===== src/rtl/jesd204b_rx_cgs_pkg.sv =====
// Shared types and constants for the JESD204B receive code-group synchronisation block.
package jesd204b_rx_cgs_pkg;

  typedef enum logic [1:0] {
    CS_INIT  = 2'd0,
    CS_CHECK = 2'd1,
    CS_DATA  = 2'd2
  } cgs_state_t;

  // K28.5 comma character, decoded octet value
  localparam logic [7:0] K28_5 = 8'hBC;

endpackage


===== src/rtl/jesd204b_rx_cgs.sv =====
// JESD204B receiver code-group synchronisation: drives SYNC~, tracks /K/ runs,
// monitors symbol errors after lock and passes decoded symbols through.
module jesd204b_rx_cgs
  import jesd204b_rx_cgs_pkg::*;
#(
  parameter int unsigned K_CONSEC     = 4,
  parameter int unsigned SYNC_MIN_LOW = 16,
  parameter int unsigned I_LIMIT      = 3,
  parameter int unsigned V_RUN        = 4
) (
  input  logic        clk,
  input  logic        rst_n,
  input  logic        in_valid,
  input  logic [7:0]  in_data,
  input  logic        in_is_k,
  input  logic        in_disp_err,
  input  logic        in_nit_err,
  input  logic        sync_req,
  output logic        sync_n,
  output logic [1:0]  cgs_state,
  output logic        out_valid,
  output logic [7:0]  out_data,
  output logic        out_is_k,
  output logic        ilas_start,
  output logic [15:0] err_cnt
);

  localparam int unsigned KW = $clog2(K_CONSEC + 2);
  localparam int unsigned LW = $clog2(SYNC_MIN_LOW + 2);
  localparam int unsigned IW = $clog2(I_LIMIT + 2);
  localparam int unsigned VW = $clog2(V_RUN + 2);

  localparam logic [KW-1:0] K_MAX  = KW'(K_CONSEC);
  localparam logic [LW-1:0] LT_MAX = LW'(SYNC_MIN_LOW);
  localparam logic [IW-1:0] I_MAX  = IW'(I_LIMIT);
  localparam logic [VW-1:0] V_MAX  = VW'(V_RUN);

  cgs_state_t    r_state;
  logic          r_sync_n;
  logic [KW-1:0] r_kcnt;
  logic [LW-1:0] r_ltcnt;
  logic [IW-1:0] r_icnt;
  logic [VW-1:0] r_vcnt;
  logic          r_ilas_armed;
  logic          r_ilas_start;
  logic          r_out_valid;
  logic [7:0]    r_out_data;
  logic          r_out_is_k;
  logic [15:0]   r_err_cnt;

  logic          w_valid;
  logic          w_invalid;
  logic          w_kchar;
  logic          w_in_sync;
  logic [KW-1:0] w_kcnt_inc;
  logic [LW-1:0] w_lt_next;
  logic [IW-1:0] w_icnt_inc;
  logic [IW-1:0] w_icnt_dec;
  logic [VW-1:0] w_vcnt_inc;

  // Symbol classification and saturating/next counter values
  always_comb begin
    w_valid    = in_valid & ~in_disp_err & ~in_nit_err;
    w_invalid  = in_valid & (in_disp_err | in_nit_err);
    w_kchar    = w_valid & in_is_k & (in_data == K28_5);
    w_in_sync  = (r_state == CS_DATA) || (r_state == CS_CHECK);
    w_kcnt_inc = (r_kcnt >= K_MAX) ? r_kcnt : r_kcnt + KW'(1);
    w_lt_next  = (r_ltcnt >= LT_MAX) ? r_ltcnt : r_ltcnt + LW'(1);
    w_icnt_inc = r_icnt + IW'(1);
    w_icnt_dec = r_icnt - IW'(1);
    w_vcnt_inc = r_vcnt + VW'(1);
  end

  // Synchronisation FSM with its counters, SYNC~ and ILAS-start pulse
  always_ff @(posedge clk or negedge rst_n) begin
    if (!rst_n) begin
      r_state      <= CS_INIT;
      r_sync_n     <= 1'b0;
      r_kcnt       <= '0;
      r_ltcnt      <= '0;
      r_icnt       <= '0;
      r_vcnt       <= '0;
      r_ilas_armed <= 1'b0;
      r_ilas_start <= 1'b0;
    end else if (sync_req) begin
      r_state      <= CS_INIT;
      r_sync_n     <= 1'b0;
      r_kcnt       <= '0;
      r_ltcnt      <= '0;
      r_icnt       <= '0;
      r_vcnt       <= '0;
      r_ilas_armed <= 1'b0;
      r_ilas_start <= 1'b0;
    end else begin
      r_ilas_start <= 1'b0;
      unique case (r_state)
        CS_INIT: begin
          if (w_kchar) begin
            r_kcnt <= w_kcnt_inc;
          end else if (in_valid) begin
            r_kcnt <= '0;
          end
          // The low-time counter includes the current cycle so that SYNC~ is
          // released on exactly the SYNC_MIN_LOW-th edge spent in CS_INIT.
          if ((r_kcnt >= K_MAX) && (w_lt_next >= LT_MAX)) begin
            r_state      <= CS_DATA;
            r_sync_n     <= 1'b1;
            r_ilas_armed <= 1'b1;
            r_kcnt       <= '0;
            r_ltcnt      <= '0;
          end else begin
            r_ltcnt <= w_lt_next;
          end
        end
        CS_DATA, CS_CHECK: begin
          if (w_valid && !w_kchar && r_ilas_armed) begin
            r_ilas_start <= 1'b1;
            r_ilas_armed <= 1'b0;
          end
          // CS_DATA always holds icnt=0, so one invalid-symbol path serves both states.
          if (w_invalid) begin
            r_vcnt <= '0;
            if (w_icnt_inc >= I_MAX) begin
              r_state      <= CS_INIT;
              r_sync_n     <= 1'b0;
              r_icnt       <= '0;
              r_kcnt       <= '0;
              r_ltcnt      <= '0;
              r_ilas_armed <= 1'b0;
            end else begin
              r_state <= CS_CHECK;
              r_icnt  <= w_icnt_inc;
            end
          end else if (w_valid && (r_state == CS_CHECK)) begin
            if (w_vcnt_inc >= V_MAX) begin
              r_vcnt <= '0;
              r_icnt <= w_icnt_dec;
              if (w_icnt_dec == '0) begin
                r_state <= CS_DATA;
              end
            end else begin
              r_vcnt <= w_vcnt_inc;
            end
          end
        end
        default: begin
          r_state      <= CS_INIT;
          r_sync_n     <= 1'b0;
          r_kcnt       <= '0;
          r_ltcnt      <= '0;
          r_icnt       <= '0;
          r_vcnt       <= '0;
          r_ilas_armed <= 1'b0;
        end
      endcase
    end
  end

  // Registered symbol pass-through and saturating error counter
  always_ff @(posedge clk or negedge rst_n) begin
    if (!rst_n) begin
      r_out_valid <= 1'b0;
      r_out_data  <= '0;
      r_out_is_k  <= 1'b0;
      r_err_cnt   <= '0;
    end else begin
      r_out_valid <= in_valid & w_in_sync;
      r_out_data  <= in_data;
      r_out_is_k  <= in_is_k;
      if (w_invalid && w_in_sync && (r_err_cnt != '1)) begin
        r_err_cnt <= r_err_cnt + 16'd1;
      end
    end
  end

  assign sync_n     = r_sync_n;
  assign cgs_state  = r_state;
  assign out_valid  = r_out_valid;
  assign out_data   = r_out_data;
  assign out_is_k   = r_out_is_k;
  assign ilas_start = r_ilas_start;
  assign err_cnt    = r_err_cnt;

endmodule


===== config.mk =====
export PLATFORM = sky130hd
export DESIGN_NAME = jesd204b_rx_cgs
export DESIGN_NICKNAME = d
export VERILOG_FILES = /design/src/rtl/jesd204b_rx_cgs_pkg.sv /design/src/rtl/jesd204b_rx_cgs.sv
export SDC_FILE = /design/constraint.sdc
export NUM_CORES = 1
export LEC_CHECK = 0
export ABC_AREA = 1
export CORE_ASPECT_RATIO = 0.6
export CORE_MARGIN = 1.5
export CORE_UTILIZATION = 53
export CTS_CLUSTER_DIAMETER = 50
export DETAILED_ROUTE_END_ITERATION = 16
export PLACE_DENSITY = 0.81
export SLEW_MARGIN = 15
export SYNTH_ARGS = -nofsm -noshare
export SYNTH_HDL_FRONTEND = slang
export SYNTH_SLANG_ARGS = --single-unit

===== constraint.sdc =====
create_clock -name clk -period 1.84 [get_ports clk]
set_clock_uncertainty 0.15 [all_clocks]
set_input_delay 0.552 -clock clk [delete_from_list [all_inputs] [get_ports clk]]
set_output_delay 0.552 -clock clk [all_outputs]
set_load 0.02 [all_outputs]

==> summary.md, run 1 <==
| Metric | Value |
|---|---|
| Worst VDD drop | `around 750 uV` |
| Number of global-route vias before repair | `2325` |
| Setup_tns | `0 ns` |
| Multi-input logic area | `around 1400 sq um` |
| Final Hold Violating Endpoints | `0` |
| Routability cong. | `0.906` |
| Clk_lat worst skew | `roughly 0.3 ns` |
| Worst slew margin | `between 70% and 80%` |
| Total Routing Usage GR | `25.7%` |
| Drt total wl | `between 7000 and 8000 um` |
| Clk pin slew, worst setup/hold paths | `0.08 ns` |
| Logic pwr share | `a little over half` |
| Status | `completed` |
| Congestion Overflow GR | `0` |
| Fin. max-slew vios | `0` |
| P_sw | `1.78 mW` |
| WL/cell | `14.7 um` |
| Worst hold path type | `input pin to async pin` |
| Synth Register Bits | `45` |
| DRT iter0 DRCs | `205` |
| Post-CTS Hold Buffers | `0` |
| Power, Total | `approximately 4.2 mW` |
| Pwr dens | `~1100 nW/um^2` |
| DP Wirelength | `a little under 5000 um` |
| Die Area | `about 5300 sq um` |
| Startpoint types | `flop` |
| Leak | `just under 2 nW` |
| Die Wd | `about 93 um` |
| Flop pwr share | `between 30% and 40%` |
| Register Area | `between 1000 and 1500 sq um` |
| PortBufs | `44` |
| Worst path required time | `~1.9 ns` |
| Fmax | `roughly 550 MHz` |
| # DRC | `0` |
| Initial antenna violation count | `0` |
| H-tree level count | `2` |
| Crit Path Category | `flop to flop` |
| Via count | `approximately 2600` |
| Setup violators final | `0` |
| Cells after Synth | `approximately 330` |
| Root Buffer | `clkbuf_8` |
| Layout area overhead | `45.1%` |
| Clk sink count | `45` |
| Nets | `around 460` |
| TritonCTS Buffers | `5` |
| Post-route ant nets | `0` |
| Row cnt | `19` |
| Synthesized Nets | `between 300 and 400` |
| Crit-path max FO | `8` |
| # diodes | `0` |
| DR vias/cell | `between 5 and 6` |
| Worst Hold Slack | `0.0633 ns` |
| First-pass GRT wire length | `10600 um` |
| Placed insts | `~480` |
| Non-Filler Instances | `between 400 and 500` |
| Final period utilization | `around 100%` |
| Ys Warns | `0` |
| Area of the mapped netlist | `between 2000 and 3000 sq um` |
| Register area share after synthesis | `between 40% and 50%` |
| Core ar. | `around 4600 sq um` |
| Post-layout util | `roughly 81%` |
| Num ports | `45` |
| RSZ-0062 raised after global routing | `yes` |
| CTS tree | `done` |
| Initial Utilization | `56.1%` |
| Die Span Y | `around 57 um` |
| First-pass iteration count of the detailed router | `7` |
| Max-cap viol count | `0` |
| Crit path capture type | `flop` |
| Worst slew pin tran | `0.362 ns` |
| P_int | `approximately 2.5 mW` |
| Syn_area_per_cell | `7.90 sq um` |
| Clock tree buffer depth | `2` |
| Synth cell types | `24` |
| Share of layout cells above drive strength 1 | `roughly 26%` |
| Switching share of total power | `42.0%` |
| Filler Cells Inserted | `284` |
| Largest net degree at the start of global routing | `46` |
| Crit path time final | `~1.8 ns` |
| Worst Path Arrival | `1.88 ns` |
| Clk network pwr share | `approximately 14%` |
## stage by stage
step / instance area (sq um) / setup WS, ns
final: 3770 / 0.00580
after global routing: 3770 / -0.0498
after CTS: 3500 / -0.00568
after detailed placement: 3440 / -0.333
after global placement: 3440 / -0.296
after floorplan: 2600 / 0.00825
## logic make-up after synthesis
group                      share of synthesized area [%]
AOI/OAI and AO/OA                                   5.68
xor gates and xnor gates                            4.72
adders and majority gates                           6.74
buffers and inverters                               7.51
DFF                                                 43.3
and+or+nand+nor                                     32.0
## area by class of cell
cell class	count	share of cell area (%)
Multi-Input combinational cell	237	37.7
Sequential cell	45	29.9
Timing Repair Buffer	97	23.4
Inverter	44	4.65
Tap cell	63	2.09
Clock buffer	7	2.02
Clock inverter	1	0.199
## final timing paths
path                                 start     endpoint  slack [ns]  cells past startpoint
min in group clk                in_data[1]  out_data[1]        0.27                      1
worst max register to register   r_icnt[1]   r_ltcnt[4]       0.006                      9
worst min-delay path                 rst_n    r_vcnt[2]        0.06                      2
worst max-delay path             r_icnt[1]   r_ltcnt[4]       0.006                      9
max in group asynchronous            rst_n   err_cnt[0]        1.24                      2
worst min register to register   r_vcnt[1]    r_vcnt[1]        0.37                      2
## power by group through the flow
stage	registers, mW	logic (mW)	clock network [mW]
after floorplan	1.52	0.913	0
after global placement	1.36	1.87	0
after detailed placement	1.37	1.92	0
after CTS	1.34	1.87	0.615
after global routing	1.38	2.44	0.662
final	1.37	2.26	0.609
## Yosys cell counts (all sizes together)
| cell type | instances | area share, % |
|---|---|---|
| dfrtp | 45 | 43 |
| and2 | 1 | 0.24 |
| nand2 | 100 | 15 |
| buf | 3 | 1.2 |
| xor2 | 8 | 2.7 |
| ha | 14 | 6.7 |
| a21oi | 2 | 0.39 |
| xnor2 | 6 | 2.0 |
| nand3b | 3 | 0.87 |
| nand3 | 24 | 5.0 |
| inv | 44 | 6.4 |
| nor3 | 8 | 2.0 |
| o21bai | 2 | 0.58 |
| o21ai | 20 | 4.7 |
| nand4 | 10 | 2.4 |
| nor2 | 39 | 6.5 |
## flip-flops by register name, summed over array words and instances (netlist names)
register      cells
cgs_state         2
out_is_k          1
r_kcnt            3
out_valid         1
r_icnt            3
out_data          8
ilas_start        1
r_ltcnt           5
r_vcnt            3
r_ilas_armed      1
err_cnt          16
sync_n            1
## worst max-delay path, cell delays in order (launching register included)
cell and delay, ns:
dfrtp_1 0.44, buf_4 0.16, ha_2 0.18, xnor2_2 0.17, nand2_1 0.11, nand2_2 0.12, nand2_4 0.10, buf_4 0.15
nand4_1 0.06, o21ai_0 0.08
## routing by layer
metal | vias to the layer above | routed length, um | global-route usage [%]
met4 | 0 | 160 | 5.84
met1 | 1249 | 3240 | 36.7
met5 | - | 0 | 0
li1 | 1236 | - | -
met3 | 19 | 555 | 6.27
met2 | 126 | 3310 | 40.1
## what timing repair did
item,4_1_cts,5_1_grt
gates resized for setup,32,50
gates cloned,0,1
setup endpoints to repair,50,36
setup buffers,1,8
pin swaps,1,17
## cell usage in the layout (no fill, tap or decap), types with 4 or more instances in the layout
master,count
ha_1,9
inv_2,5
o21ai_2,6
nor2_1,29
buf_4,48
nand2_2,8
inv_1,37
dlymetal6s2s_1,10
dfrtp_1,43
o21ai_0,12
nor2_4,6
clkbuf_8,5
nand3_1,20
nand2_1,90
xnor2_1,5
xor2_1,7
nor2_2,4
dlygate4sd2_1,29
nand4_1,10
nor3_1,5
Power figures use the tool's default switching activity.
==> inputs of run 2 (changes only) <==
- SLEW_MARGIN: 15 -> 30
==> results of run 2 <==
The final DEF is identical to that of run 1; final timing and power are the same.
==> inputs of run 3 (changes only) <==
- SETUP_SLACK_MARGIN: not set -> 0.1
==> summary.md, run 3 (synthesis results as in run 1) <==
| Metric | Value |
|---|---|
| Status | `complete, but fails checks` |
| Failing checks | `setup timing` |
| DP Wirelength | `5080 um (+2.1%)` |
| RSZ-0062 raised after global routing | `yes` |
| Clk sink count | `45 (unchanged)` |
| Share of layout cells above drive strength 1 | `37.4% (+12 points)` |
| Max stage delay on crit path | `0.44 ns (about the same)` |
| Worst Path Arrival | `1.96 ns (+0.08 ns)` |
| Congestion Overflow GR | `0 (unchanged)` |
| Number of flip-flops under the largest register name | `16 (unchanged)` |
| Die Area | `5350 sq um (unchanged)` |
| Slowest stage cell, crit path | `dfrtp_1` |
| Worst slew margin | `68.2% (-7.5 points)` |
| Commonest non-fill, non-tap cells in the layout | `82 x nand2_1, 51 x buf_4, 39 x dfrtp_1` |
| Filler Cells Inserted | `238 (-16%)` |
| Final WS setup | `-0.0410 ns (-0.0468 ns)` |
| # diodes | `0 (unchanged)` |
| TritonCTS Buffers | `5 (unchanged)` |
| Final Hold Violating Endpoints | `0 (unchanged)` |
| Core ar. | `4640 sq um (unchanged)` |
| Worst R2R Path Depth | `10 (+1)` |
| WL/cell | `19.0 um (+29%)` |
| Fmax | `532 MHz (-2.5%)` |
| Number of global-route vias before repair | `2604 (+12%)` |
| Leak | `1.92 nW (-1.9%)` |
| Worst slew pin tran | `0.477 ns (+0.115 ns)` |
| Met1 Use GR | `42.6% (+5.9 points)` |
| Crit Path Category | `flop to flop` |
| # DRC | `0 (unchanged)` |
| Nets | `469 (+2.2%)` |
| Crit path time final | `1.88 ns (+0.0468 ns)` |
| DR vias/cell | `5.86 (+10%)` |
| Row cnt | `19 (unchanged)` |
| Critical path, cell by cell | `buf_4 -> ha_4 -> xnor2_4 -> nand2_2 -> nand2_4 -> nand2_8 -> nand3_1 -> nand2_1 -> inv_1 -> nor2_1` |
| Setup_tns | `-0.0593 ns (-0.0593 ns)` |
| Worst hold path type | `input pin to async pin` |
| Final Instance Area | `3950 sq um (+4.6%)` |
| Worst path required time | `1.92 ns (+0.04 ns)` |
| Die Span Y | `57.2 um (unchanged)` |
| Crit path capture type | `flop` |
| Clk pin slew, worst setup/hold paths | `0.10 ns (+0.02 ns)` |
| Initial Utilization | `56.1% (unchanged)` |
| First-pass GRT wire length | `12700 um (+20%)` |
| Setup violators final | `3 (+3)` |
| Root Buffer | `clkbuf_8` |
| GR Util met2 | `49.8% (+9.7 points)` |
| CTS tree | `done` |
| Via count | `2955 (+12%)` |
| Clk_lat worst skew | `0.32 ns (+0.02 ns)` |
| Startpoint types | `flop` |
| PortBufs | `44 (unchanged)` |
| Commonest non-fill, non-tap cell in the layout | `nand2_1` |
| Power, Total | `4.80 mW (+13%)` |
| First-pass iteration count of the detailed router | `8 (+1)` |
| Clock tree buffer depth | `2 (unchanged)` |
| Max-cap viol count | `0 (unchanged)` |
| Initial antenna violation count | `0 (unchanged)` |
| Fin. max-slew vios | `0 (unchanged)` |
| Layout area overhead | `51.8%` |
| Die Wd | `93.4 um (unchanged)` |
| Post-route ant nets | `0 (unchanged)` |
| Placed inst area | `3410 sq um (-1.0%)` |
| H-tree level count | `2 (unchanged)` |
| DRT iter0 DRCs | `370 (+80%)` |
| Worst VDD drop | `702 uV (-7.0%)` |
| Post-CTS Hold Buffers | `0 (unchanged)` |
| Drt total wl | `9560 um (+32%)` |
| Met3 Track Usage GR | `8.13% (+1.9 points)` |
| Crit-path max FO | `5 (-3)` |
| GR peak layer | `met2` |
| Num ports | `45 (unchanged)` |
| Largest net degree at the start of global routing | `30 (-35%)` |
| Routability cong. | `0.982 (+8.5%)` |
| Total Routing Usage GR | `31.3% (+5.5 points)` |
| Final period utilization | `102% (+2.5 points)` |
| Pwr dens | `1220 nW/um^2 (+8.1%)` |
[run 3: cell types whose count changed in the layout (fill, tap and decap cells not counted), sizes merged, moves of 3 or more]
| cell | change |
|---|---|
| dlymetal6s2s | -10 |
| buf | +10 |
| dlygate4sd2 | -4 |
| clkbuf | +7 |
| clkdlybuf4s15 | +9 |
| clkdlybuf4s50 | -3 |
[run 3: area by class of cell]
type	instances	area (sq um)	share of cell area, %
multi-input combinational	238	1560	39.4
sequential	45	1130	28.7
timing repair buffer	106	896	22.7
inverter	44	180	4.57
clock buffer	7	96.3	2.44
tap	63	78.8	2.00
clock inverter	1	5.00	0.127
[run 3: metal layers]
metal,share of wire [%],vias to the layer above
met5,0,-
met4,5.5,0
met3,11,67
met2,45,228
met1,38,1392
li1,-,1268
[run 3: through the flow]
stage	hold WS, ns	cells	worst slack, ns	util, %
5_1_grt	0.0661	504	-0.0711	85.1
6_report	0.0244	504	-0.0410	85.1
3_5_place_dp	0.341	472	-0.367	73.5
3_3_place_gp	0.325	472	-0.336	73.5
4_1_cts	0.0334	488	0.0422	79.9
2_1_floorplan	0.106	329	0.105	-
[run 3: repair_timing]
action / 4_1_cts / 5_1_grt
buffers inserted: 7 / 16
resized for setup: 102 / 65
pin swaps: 21 / 26
gates cloned: 1 / 0
endpoints found under the setup margin: 64 / 44
[run 3: critical path, delay by kind of cell, from the launching register on]
family        cells  cell delay [ns]
fa+ha+maj         1             0.18
flops             1             0.44
simple gates      6             0.67
buf+inv           2             0.22
xor+xnor          1             0.14
[run 3: path summary, 6_finish.rpt]
check,start,to,slack (ns)
hold / removal,rst_n,r_icnt[0],0.02
setup reg to reg,r_icnt[0],r_ltcnt[3],-0.04
setup / recovery,r_icnt[0],r_ltcnt[3],-0.04
min in group clk,in_data[6],out_data[6],0.37
hold reg to reg,r_ilas_armed,r_ilas_armed,0.38
max in group asynchronous,rst_n,err_cnt[1],0.97
[run 3: power breakdown]
part	switching (mW)	internal (mW)	total, mW
clock	0.376	0.341	0.716
sequential	0.211	1.19	1.40
combinational	1.53	1.15	2.68
